[config.mk]
export PLATFORM = sky130hd
export DESIGN_NAME = jt6295_hdr_fetch
export DESIGN_NICKNAME = d
export VERILOG_FILES = /design/src/rtl/jt6295_pkg.sv /design/src/rtl/jt6295_rr_pick.sv /design/src/rtl/jt6295_hdr_fetch.sv
export SDC_FILE = /design/constraint.sdc
export NUM_CORES = 1
export LEC_CHECK = 0
export CORE_MARGIN = 5
export CORE_UTILIZATION = 53
export CTS_CLUSTER_SIZE = 25
export DETAILED_ROUTE_END_ITERATION = 16
export GPL_ROUTABILITY_DRIVEN = 0
export GPL_TIMING_DRIVEN = 0
export PLACE_DENSITY = 0.8
export RECOVER_POWER = 25
export SETUP_SLACK_MARGIN = 0.02
export SYNTH_ARGS = -nofsm -noshare
export SYNTH_HDL_FRONTEND = slang
export SYNTH_SLANG_ARGS = --single-unit
[constraint.sdc]
create_clock -name clk -period 5.2 [get_ports clk]
set_input_delay 1.04 -clock clk [delete_from_list [all_inputs] [get_ports clk]]
set_output_delay 1.04 -clock clk [all_outputs]
set_load 0.03 [all_outputs]
[src/rtl/jt6295_pkg.sv]
// ----------------------------------------------------------------------------
// jt6295_pkg
// Shared definitions for the jt6295 phrase-header fetch controller:
//   - header layout constants (bytes per header, phrase table stride)
//   - channel index width
//   - FSM state encoding (plain localparams so older code can compare
//     against them directly)
//   - hdr_addr(): ROM byte address of header byte k of a phrase
// ----------------------------------------------------------------------------
package jt6295_pkg;

    localparam int HDR_BYTES  = 6;
    localparam int TBL_STRIDE = 8;
    localparam int CH_W       = 2;

    localparam logic [1:0] ST_IDLE  = 2'd0;
    localparam logic [1:0] ST_FETCH = 2'd1;
    localparam logic [1:0] ST_DONE  = 2'd2;

    function automatic logic [17:0] hdr_addr(input logic [17:0] base,
                                             input logic [6:0]  phrase,
                                             input logic [2:0]  k);
        return base + 18'(phrase) * 18'(TBL_STRIDE) + 18'(k);
    endfunction

endpackage

[src/rtl/jt6295_rr_pick.sv]
// ----------------------------------------------------------------------------
// jt6295_rr_pick
// Combinational 4-way round-robin selector. Returns the first set bit of
// pend, searching upward from ptr and wrapping 3 -> 0.
// Ports:
//   pend  in  4  request bits
//   ptr   in  2  search start position
//   sel   out 2  selected index (meaningful only when any=1)
//   any   out 1  at least one request bit set
// ----------------------------------------------------------------------------
module jt6295_rr_pick
    import jt6295_pkg::*;
(
    input  logic [3:0]      pend,
    input  logic [CH_W-1:0] ptr,
    output logic [CH_W-1:0] sel,
    output logic            any
);

    logic [CH_W-1:0] idx;

    // NOTE: every output and temporary gets a default before any branch, so
    // no path leaves them unassigned and no latch is inferred.
    always_comb begin
        sel = ptr;
        idx = ptr;
        any = |pend;
        // Walk from the farthest offset back to the nearest so the nearest
        // set bit is the one that sticks.
        for (int i = 3; i >= 0; i--) begin
            idx = ptr + CH_W'(i);
            if (pend[idx]) sel = idx;
        end
    end

endmodule

[src/rtl/jt6295_hdr_fetch.sv]
// ----------------------------------------------------------------------------
// jt6295_hdr_fetch
// Phrase-header fetch controller for the 4-channel ADPCM core. CPU play
// commands queue one request per channel; requests are served round-robin
// through a single ROM slot, reading the 6-byte big-endian header of the
// phrase and delivering start/stop addresses with a one-cycle hdr_valid.
//
// Optional feature macro: JT6295_HDR_CHECK_EN
//   defined   : headers with stop < start or start == 0 are dropped and
//               hdr_err pulses instead of hdr_valid
//   undefined : every header is delivered as read, hdr_err is constant 0
//
// Ports:
//   rst        in  1   asynchronous reset, active-high
//   clk        in  1   clock
//   cmd_we     in  1   play command strobe
//   cmd_phrase in  7   phrase number (0 ignored)
//   cmd_mask   in  4   channel select mask
//   pending    out 4   per-channel request outstanding
//   busy       out 1   fetch in progress (FETCH or DONE)
//   rom_cs     out 1   ROM slot request, held for the whole fetch
//   rom_addr   out 18  ROM byte address
//   rom_data   in  8   ROM byte
//   rom_ok     in  1   slot data valid
//   hdr_valid  out 1   header delivered (one cycle)
//   hdr_ch     out 2   channel of the header
//   hdr_start  out 18  phrase start byte address
//   hdr_stop   out 18  phrase stop byte address
//   hdr_err    out 1   rejected header (one cycle)
// ----------------------------------------------------------------------------
module jt6295_hdr_fetch
    import jt6295_pkg::*;
#(
    parameter int          CH       = 4,
    parameter logic [17:0] TBL_BASE = 18'h0
) (
    input  logic            rst,
    input  logic            clk,
    input  logic            cmd_we,
    input  logic [6:0]      cmd_phrase,
    input  logic [CH-1:0]   cmd_mask,
    output logic [CH-1:0]   pending,
    output logic            busy,
    output logic            rom_cs,
    output logic [17:0]     rom_addr,
    input  logic [7:0]      rom_data,
    input  logic            rom_ok,
    output logic            hdr_valid,
    output logic [CH_W-1:0] hdr_ch,
    output logic [17:0]     hdr_start,
    output logic [17:0]     hdr_stop,
    output logic            hdr_err
);

    logic [1:0]           state_q,     state_d;
    logic [CH-1:0]        pending_q,   pending_d;
    logic [CH-1:0][6:0]   phr_q,       phr_d;
    logic [CH_W-1:0]      ptr_q,       ptr_d;
    logic [CH_W-1:0]      ch_q,        ch_d;
    logic [6:0]           cur_phr_q,   cur_phr_d;
    logic [2:0]           k_q,         k_d;
    logic                 settle_q,    settle_d;
    logic [4:0][7:0]      bytes_q,     bytes_d;
    logic                 rom_cs_q,    rom_cs_d;
    logic [17:0]          rom_addr_q,  rom_addr_d;
    logic                 hdr_valid_q, hdr_valid_d;
    logic                 hdr_err_q,   hdr_err_d;
    logic [CH_W-1:0]      hdr_ch_q,    hdr_ch_d;
    logic [17:0]          hdr_start_q, hdr_start_d;
    logic [17:0]          hdr_stop_q,  hdr_stop_d;

    logic [CH_W-1:0]      pick_sel;
    logic                 pick_any;
    logic [17:0]          asm_start;
    logic [17:0]          asm_stop;
    logic                 hdr_bad;

    jt6295_rr_pick u_pick (
        .pend (pending_q),
        .ptr  (ptr_q),
        .sel  (pick_sel),
        .any  (pick_any)
    );

    // Assembly happens on the cycle byte 5 is accepted, so the last byte
    // comes straight from the bus. Upper 6 bits of b0/b3 are not address.
    assign asm_start = {bytes_q[0][1:0], bytes_q[1], bytes_q[2]};
    assign asm_stop  = {bytes_q[3][1:0], bytes_q[4], rom_data};

`ifdef JT6295_HDR_CHECK_EN
    assign hdr_bad = (asm_stop < asm_start) || (asm_start == 18'h0);
`else
    assign hdr_bad = 1'b0;
`endif

    always_comb begin
        state_d     = state_q;
        pending_d   = pending_q;
        phr_d       = phr_q;
        ptr_d       = ptr_q;
        ch_d        = ch_q;
        cur_phr_d   = cur_phr_q;
        k_d         = k_q;
        settle_d    = settle_q;
        bytes_d     = bytes_q;
        rom_cs_d    = rom_cs_q;
        rom_addr_d  = rom_addr_q;
        hdr_valid_d = 1'b0;
        hdr_err_d   = 1'b0;
        hdr_ch_d    = hdr_ch_q;
        hdr_start_d = hdr_start_q;
        hdr_stop_d  = hdr_stop_q;

        case (state_q)
            ST_IDLE: begin
                if (pick_any) begin
                    ch_d                = pick_sel;
                    cur_phr_d           = phr_q[pick_sel];
                    pending_d[pick_sel] = 1'b0;
                    ptr_d               = pick_sel + 2'd1;
                    k_d                 = 3'd0;
                    settle_d            = 1'b0;
                    rom_cs_d            = 1'b1;
                    rom_addr_d          = hdr_addr(TBL_BASE, phr_q[pick_sel], 3'd0);
                    state_d             = ST_FETCH;
                end
            end

            ST_FETCH: begin
                // The slot's ok is registered and still reflects the old
                // address on the first cycle after a change; ignore it then.
                if (!settle_q) begin
                    settle_d = 1'b1;
                end else if (rom_ok) begin
                    if (k_q == 3'(HDR_BYTES - 1)) begin
                        state_d  = ST_DONE;
                        rom_cs_d = 1'b0;
                        hdr_ch_d = ch_q;
                        if (hdr_bad) begin
                            hdr_err_d = 1'b1;
                        end else begin
                            hdr_valid_d = 1'b1;
                            hdr_start_d = asm_start;
                            hdr_stop_d  = asm_stop;
                        end
                    end else begin
                        bytes_d[k_q] = rom_data;
                        k_d          = k_q + 3'd1;
                        settle_d     = 1'b0;
                        rom_addr_d   = hdr_addr(TBL_BASE, cur_phr_q, k_q + 3'd1);
                    end
                end
            end

            ST_DONE: begin
                state_d = ST_IDLE;
            end

            default: begin
                state_d = ST_IDLE;
            end
        endcase

        // Applied after arbitration so a command hitting the channel being
        // picked re-arms it; the fetch already took the older phrase.
        if (cmd_we && (cmd_phrase != 7'd0)) begin
            for (int i = 0; i < CH; i++) begin
                if (cmd_mask[i]) begin
                    pending_d[i] = 1'b1;
                    phr_d[i]     = cmd_phrase;
                end
            end
        end
    end

    // NOTE: state registers use non-blocking assignments so every flop
    // samples the pre-edge values computed above, independent of order.
    always_ff @(posedge clk or posedge rst) begin
        if (rst) begin
            state_q     <= ST_IDLE;
            pending_q   <= '0;
            // NOTE: the per-channel phrase registers are few and cheap, so
            // they are reset too; a channel is never read before its pending
            // bit is set, but a known value keeps the debug view clean.
            phr_q       <= '0;
            ptr_q       <= '0;
            ch_q        <= '0;
            cur_phr_q   <= '0;
            k_q         <= '0;
            settle_q    <= 1'b0;
            bytes_q     <= '0;
            rom_cs_q    <= 1'b0;
            rom_addr_q  <= '0;
            hdr_valid_q <= 1'b0;
            hdr_err_q   <= 1'b0;
            hdr_ch_q    <= '0;
            hdr_start_q <= '0;
            hdr_stop_q  <= '0;
        end else begin
            state_q     <= state_d;
            pending_q   <= pending_d;
            phr_q       <= phr_d;
            ptr_q       <= ptr_d;
            ch_q        <= ch_d;
            cur_phr_q   <= cur_phr_d;
            k_q         <= k_d;
            settle_q    <= settle_d;
            bytes_q     <= bytes_d;
            rom_cs_q    <= rom_cs_d;
            rom_addr_q  <= rom_addr_d;
            hdr_valid_q <= hdr_valid_d;
            hdr_err_q   <= hdr_err_d;
            hdr_ch_q    <= hdr_ch_d;
            hdr_start_q <= hdr_start_d;
            hdr_stop_q  <= hdr_stop_d;
        end
    end

    assign pending   = pending_q;
    assign busy      = (state_q != ST_IDLE);
    assign rom_cs    = rom_cs_q;
    assign rom_addr  = rom_addr_q;
    assign hdr_valid = hdr_valid_q;
    assign hdr_err   = hdr_err_q;
    assign hdr_ch    = hdr_ch_q;
    assign hdr_start = hdr_start_q;
    assign hdr_stop  = hdr_stop_q;

endmodule

==> impl_results.md, run 1 <==
* Status: finished, violations left
* Failing checks: capacitance limit, slew limit
* Setup Skew at 0.00878 ns
* Non-Filler Instances at 647
* Via count at 3,414
* Hold buffer count at CTS at 0
* Worst VDD drop at 0.403 mV
* WL/cell at 17.8 µm
* Total CTS buffers at 17
* DRC viols at 0
* Port Buffers at 77
* Placed insts at 615
* Synth unique cells at 37
* Fmax at 323 MHz
* Largest net degree at the start of global routing at 64
* Ant. Diodes at 0
* IO Pins at 87
* Number of routed nets with antenna violations at 0
* Initial core utilization at 53.9%
* Top cell type's share of synthesized area at 59.5%
* P per Cell Area at 660 nW/µm²
* CP top delay family: buffers and inverters
* R2R depth at 7
* Sequential share of the synthesized area at 59.5%
* Synth warnings at 0
* Worst Setup End Kind: output port
* RSZ-0062 raised after global routing: no
* Top_reg_cell synth: dfrtp_1
* CP bufs+invs at 2
* Startpoint Class: flop
* Max clock buf depth at 2
* Drt initial violations at 137
* EDFF count, synth at 0
* Final Hold Fails at 0
* Total power at 4.53 mW
* Cells after Synth at 396
* Int Pwr at 2.94 mW
* Nets at 526
* Total die area at 11,900 µm²
* Core area at 9680 µm²
* Clk sinks at 124
* # H-tree levels at 4
* Yosys reg bits at 124
* Slowest stage delay, CP at 0.75 ns
* FILL cells at 680
* Top post-synthesis cells by count: 124 x dfrtp_1, 94 x mux2_2, 32 x inv_1, 32 x nand2_1
* Hold Path Depth at 2
* Mapped Area at 5220 µm²
* WP depth at 3
* Min-Delay Path Class: reg -> reg
* Root buffer selected by CTS: clkbuf_8
* Synth area leader: dfrtp_1
* Synth area leaders: dfrtp_1 59%, mux2_2 20%, mux4_2 3.0%
* Comb pwr share at 36.9%
* Period utilization at 59.6%
* Worst Tran Pin Value at 2.70 ns
* Net Sw Frac at 35.0%
* Worst-path cell chain: or2_2 -> clkbuf_1 -> clkdlybuf4s50_1
* Fraction of layout cells with a size suffix above 1 at 31.1%
* First-pass GRT wire length at 18.7 mm
* Top-count cell post-synth: dfrtp_1
* CP Class: reg -> out
* Seq pwr share at 34.8%
* Worst-path clk slew at 0.06 ns
* Max-cap check violation count at 1
* Placed Area at 6220 µm²
* WP data required at 4.16 ns
* Clock power frac at 28.3%
* Slowest CP cell: clkdlybuf4s50_1
* Ys async rst share at 100%
* Dpl hpwl at 7.78 mm
* All-Layer GR Usage at 21.0%
* Critical Path Fanout Max at 8
* Min Tclk post-route at 3.10 ns
* Design Area, Final at 6860 µm²
* Layout area overhead at 31.5%
* # rows at 36
* Post-CTS Repair Setup Buffers at 0
* Die width at 109 µm
* Synth Area per Inst at 13.2 µm²
* Vias in the first global route at 3,698
* Vias per inst at 5.28
* Clock latency on the worst-skew pair at 0.51 ns
* Slew Limit Fails at 62
* Leakage at 3.13 nW
* First-pass iteration count of the detailed router at 4
* CP arrival at 2.06 ns
* P_sw at 1.59 mW
* Grt total ovfl at 0
* Relative slew slack at -81.1%
* CTS tree: built
* PostCTS Resize Cnt at 0
* Antenna violations before repair at 0
* Total Wirelength at 11.5 mm
* Final setup vio count at 0
* Chip height at 109 µm
==> state kept, by name (all words and copies together) (netlist names), 4 cells and up <==
register   cells
asm_start     18
hdr_stop      18
pending        4
hdr_start     18
rom_addr       8
phr_q         28
cur_phr_q      7
asm_stop      10
==> worst reg2reg max path: cells and delay by family (launching register included) <==
kind          cells  cell delay, ns
buf+inv           3            0.74
flops             1            0.46
simple gates      2            0.37
mux               1            0.36
fa+ha+maj         1            0.19
==> worst paths after layout <==
path / slack (ns) / end / from
worst max-delay path: 2.10 / busy / state_q[1]
worst min-delay path: 0.48 / ch_q[0] / ch_q[0]
worst max register to register: 2.97 / hdr_start[4] / k_q[1]
worst min register to register: 0.48 / ch_q[0] / ch_q[0]
max in group asynchronous: 2.24 / asm_stop[16] / rst
min in group asynchronous: 1.75 / hdr_stop[4] / rst
==> power groups by stage <==
stage | sequential, mW | combinational [mW] | clock, mW
final | 1.58 | 1.67 | 1.28
after floorplan | 1.86 | 0.774 | 0
after global placement | 1.56 | 1.62 | 0
after global routing | 1.63 | 1.79 | 1.35
after CTS | 1.58 | 1.69 | 1.30
after detailed placement | 1.58 | 1.68 | 0
==> stage by stage <==
step / hold slack (ns) / util, % / setup slack, ns / TNS (ns)
2_1_floorplan: 0.444 / - / 0.861 / 0
3_3_place_gp: 0.459 / 63.9 / -0.675 / -82.78
3_5_place_dp: 0.465 / 64.2 / 2.16 / 0
4_1_cts: 0.478 / 70.9 / 2.10 / 0
5_1_grt: 0.512 / 70.9 / 1.76 / 0
6_report: 0.477 / 70.9 / 2.10 / 0
==> cell type report <==
type                       instances  area [µm²]  area share, %
buffer                            23         139           2.02
clock buffer                      17         414           6.03
clock inverter                    15         236           3.45
inverter                          32         121           1.77
multi-input combinational        225        1890           27.5
sequential                       124        3100           45.2
tap                              133         166           2.42
timing repair buffer              78         798           11.6
==> metal layers <==
metal	up-vias	wire length [µm]	global-route usage, %
li1	1568	-	-
met1	1717	4530	24.3
met2	107	6100	36.4
met3	22	633	6.51
met4	0	237	7.93
met5	-	0	0
==> placed cells by master (no fill, tap or decap), drive strengths merged, types with 4 or more instances in the layout <==
cell / synthesis / layout
clkdlybuf4s50: 0 / 75
nor2: 14 / 14
dfrtp: 124 / 124
conb: 1 / 9
bufinv: 0 / 5
o21ai: 24 / 24
buf: 18 / 18
nand2: 32 / 32
a21oi: 11 / 11
mux4: 7 / 7
nor2b: 4 / 4
inv: 32 / 35
clkinv: 0 / 5
mux2: 94 / 94
clkbuf: 5 / 23
nor4: 6 / 6
==> cell families after synthesis <==
kind of cell | Yosys count | share of synthesized area (%)
compound gates | 44 | 5.13
xor+xnor | 2 | 0.336
fa+ha+maj | 2 | 0.479
buf+inv | 55 | 4.99
flops | 124 | 59.5
mux | 101 | 23.3
other cells | 1 | 0.0719
simple gates | 67 | 6.23
No activity file was read; power rests on OpenSTA's default activity.
==> run 2: changes to the inputs <==
==> constraint.sdc (replaced) <==
create_clock -name clk -period 3 [get_ports clk]
set_input_delay 0.6 -clock clk [delete_from_list [all_inputs] [get_ports clk]]
set_output_delay 0.6 -clock clk [all_outputs]
set_load 0.03 [all_outputs]
==> impl_results.md, run 2 (synthesized netlist as in run 1, its figures left out) <==
* Status: finished, violations left
* Failing checks: capacitance limit, slew limit
* P_sw at 2.73 mW (+72%)
* Placed insts at 616 (+0.16%)
* Total Wirelength at 11.0 mm (-4.1%)
* Startpoint Class: flop
* Clock latency on the worst-skew pair at 0.51 ns (about the same)
* Total CTS buffers at 17 (unchanged)
* Slew Limit Fails at 36 (-42%)
* CP arrival at 2.04 ns (-0.02 ns)
* Worst Setup End Kind: output port
* Dpl hpwl at 7.72 mm (-0.77%)
* Die width at 109 µm (unchanged)
* DRC viols at 0 (unchanged)
* Fraction of layout cells with a size suffix above 1 at 31.5% (+0.33 points)
* Port Buffers at 77 (unchanged)
* Min-Delay Path Class: reg -> reg
* Relative slew slack at -13.8% (+67 points)
* Util after Layout at 69.9% (-0.99 points)
* Critical Path Fanout Max at 8 (unchanged)
* Post-CTS Repair Setup Buffers at 0 (unchanged)
* Worst-path clk slew at 0.06 ns (about the same)
* WL/cell at 17.0 µm (-4.3%)
* First-pass iteration count of the detailed router at 6 (+2)
* P per Cell Area at 1100 nW/µm² (+66%)
* Most frequent cells in the layout: 124 x dfrtp_1, 94 x mux2_2, 76 x clkdlybuf4s50_1
* CTS tree: built
* Final setup vio count at 0 (unchanged)
* Vias per inst at 5.25 (-0.53%)
* RSZ-0062 raised after global routing: no
* Vias in the first global route at 3,644 (-1.5%)
* Chip height at 109 µm (unchanged)
* Max clock buf depth at 2 (unchanged)
* All-Layer GR Usage at 20.7% (-0.28 points)
* Leakage at 3.08 nW (-1.6%)
* Nets at 527 (+0.19%)
* Hold buffer count at CTS at 0 (unchanged)
* Clock power frac at 24.6% (-3.7 points)
* Leading cell type in the layout, fill and taps excluded: dfrtp_1
* Ant. Diodes at 0 (unchanged)
* # H-tree levels at 4 (unchanged)
* Via count at 3,401 (-0.38%)
* Initial core utilization at 53.9% (unchanged)
* Period utilization at 87.9%
* Largest net degree at the start of global routing at 46 (-28%)
* Int Pwr at 4.71 mW (+60%)
* Drt initial violations at 162 (+18%)
* FILL cells at 672 (-1.2%)
* Antenna violations before repair at 0 (unchanged)
* Setup Skew at 0.00832 ns (-0.000459 ns)
* Min Tclk post-route at 2.64 ns
* Grt total ovfl at 0 (unchanged)
* Comb pwr share at 38.8% (+1.9 points)
* Setup TNS at 0 ns (unchanged)
* Reg with most FFs: phr_q
* Final Hold Fails at 0 (unchanged)
* Net Sw Frac at 36.7% (+1.7 points)
* CP Class: reg -> out
* Number of routed nets with antenna violations at 0 (unchanged)
* Max-cap check violation count at 1 (unchanged)
* PostCTS Resize Cnt at 0 (unchanged)
* Layout area overhead at 29.7%
* Root buffer selected by CTS: clkbuf_8
* # rows at 36 (unchanged)
* Non-Filler Instances at 648 (+0.15%)
* PnR worst setup slack at 0.362 ns (-1.74 ns)
* WP data required at 2.40 ns (-1.76 ns)
* Fmax at 379 MHz
* Setup WS pre-CTS at 0.378 ns (-1.78 ns)
* First-pass GRT wire length at 18.7 mm (+0.11%)
* Max reg flops at 28 (unchanged)
* Seq pwr share at 36.6% (+1.8 points)
* Worst Tran Pin Value at 1.70 ns (-1.00 ns)
* IO Pins at 87 (unchanged)
* Worst VDD drop at 0.499 mV (+24%)
* Total die area at 11,900 µm² (unchanged)
* Core area at 9680 µm² (unchanged)
* Clk sinks at 124 (unchanged)
==> run 2: cell types whose count changed in the layout (fill, tap and decap cells not counted), sizes merged <==
cell,delta
clkinvlp,+3
inv,+1
buf,+2
clkdlybuf4s50,+1
dlygate4sd3,-1
bufinv,-5
==> run 2: layout make-up <==
class | instances | area [µm²] | share of cell area (%)
clock buffer | 18 | 428 | 6.32
clock inverter | 14 | 113 | 1.66
timing repair buffer | 79 | 811 | 12.0
multi-input combinational | 225 | 1890 | 27.9
buffer | 23 | 140 | 2.07
inverter | 32 | 121 | 1.79
tap | 133 | 166 | 2.46
sequential | 124 | 3100 | 45.8
==> run 2: per-stage QoR <==
| stage | power [mW] | hold WS [ns] | cell area, µm² |
|---|---|---|---|
| 5_1_grt | 7.85 | 0.514 | 6770 |
| 4_1_cts | 7.50 | 0.483 | 6770 |
| 3_3_place_gp | 5.49 | 0.461 | 6190 |
| 3_5_place_dp | 5.64 | 0.471 | 6230 |
| 6_report | 7.44 | 0.482 | 6770 |
| 2_1_floorplan | 4.56 | 0.444 | 5250 |
==> run 2: power groups by stage <==
stage | sequential (mW) | combinational, mW | clock [mW]
2_1_floorplan | 3.22 | 1.34 | 0
3_3_place_gp | 2.70 | 2.80 | 0
3_5_place_dp | 2.74 | 2.90 | 0
4_1_cts | 2.72 | 2.93 | 1.85
5_1_grt | 2.81 | 3.10 | 1.93
6_report | 2.72 | 2.89 | 1.83
==> run 2: per-layer routing <==
layer	vias to the layer above	global-route usage, %	part of all wire [%]
li1	1563	-	-
met1	1724	26.2	42
met2	96	34.9	51
met3	18	5.68	5.6
met4	0	6.23	1.6
met5	-	0	0
==> run 2: worst max-delay path: stages, from the launching register on <==
cell             delay [ns]
dfrtp_1                0.36
or2_2                  0.11
clkbuf_1               0.31
clkdlybuf4s50_1        0.75
==> run 2: worst paths after layout <==
check	end	slack, ns	from	cells after the start
worst min-delay path	ch_q[0]	0.48	ch_q[0]	2
worst max register to register	hdr_stop[17]	0.76	k_q[1]	7
max in group asynchronous	hdr_stop[7]	1.18	rst	3
min in group asynchronous	hdr_start[1]	0.96	rst	2
worst min register to register	ch_q[0]	0.48	ch_q[0]	2
worst max-delay path	busy	0.36	state_q[1]	3
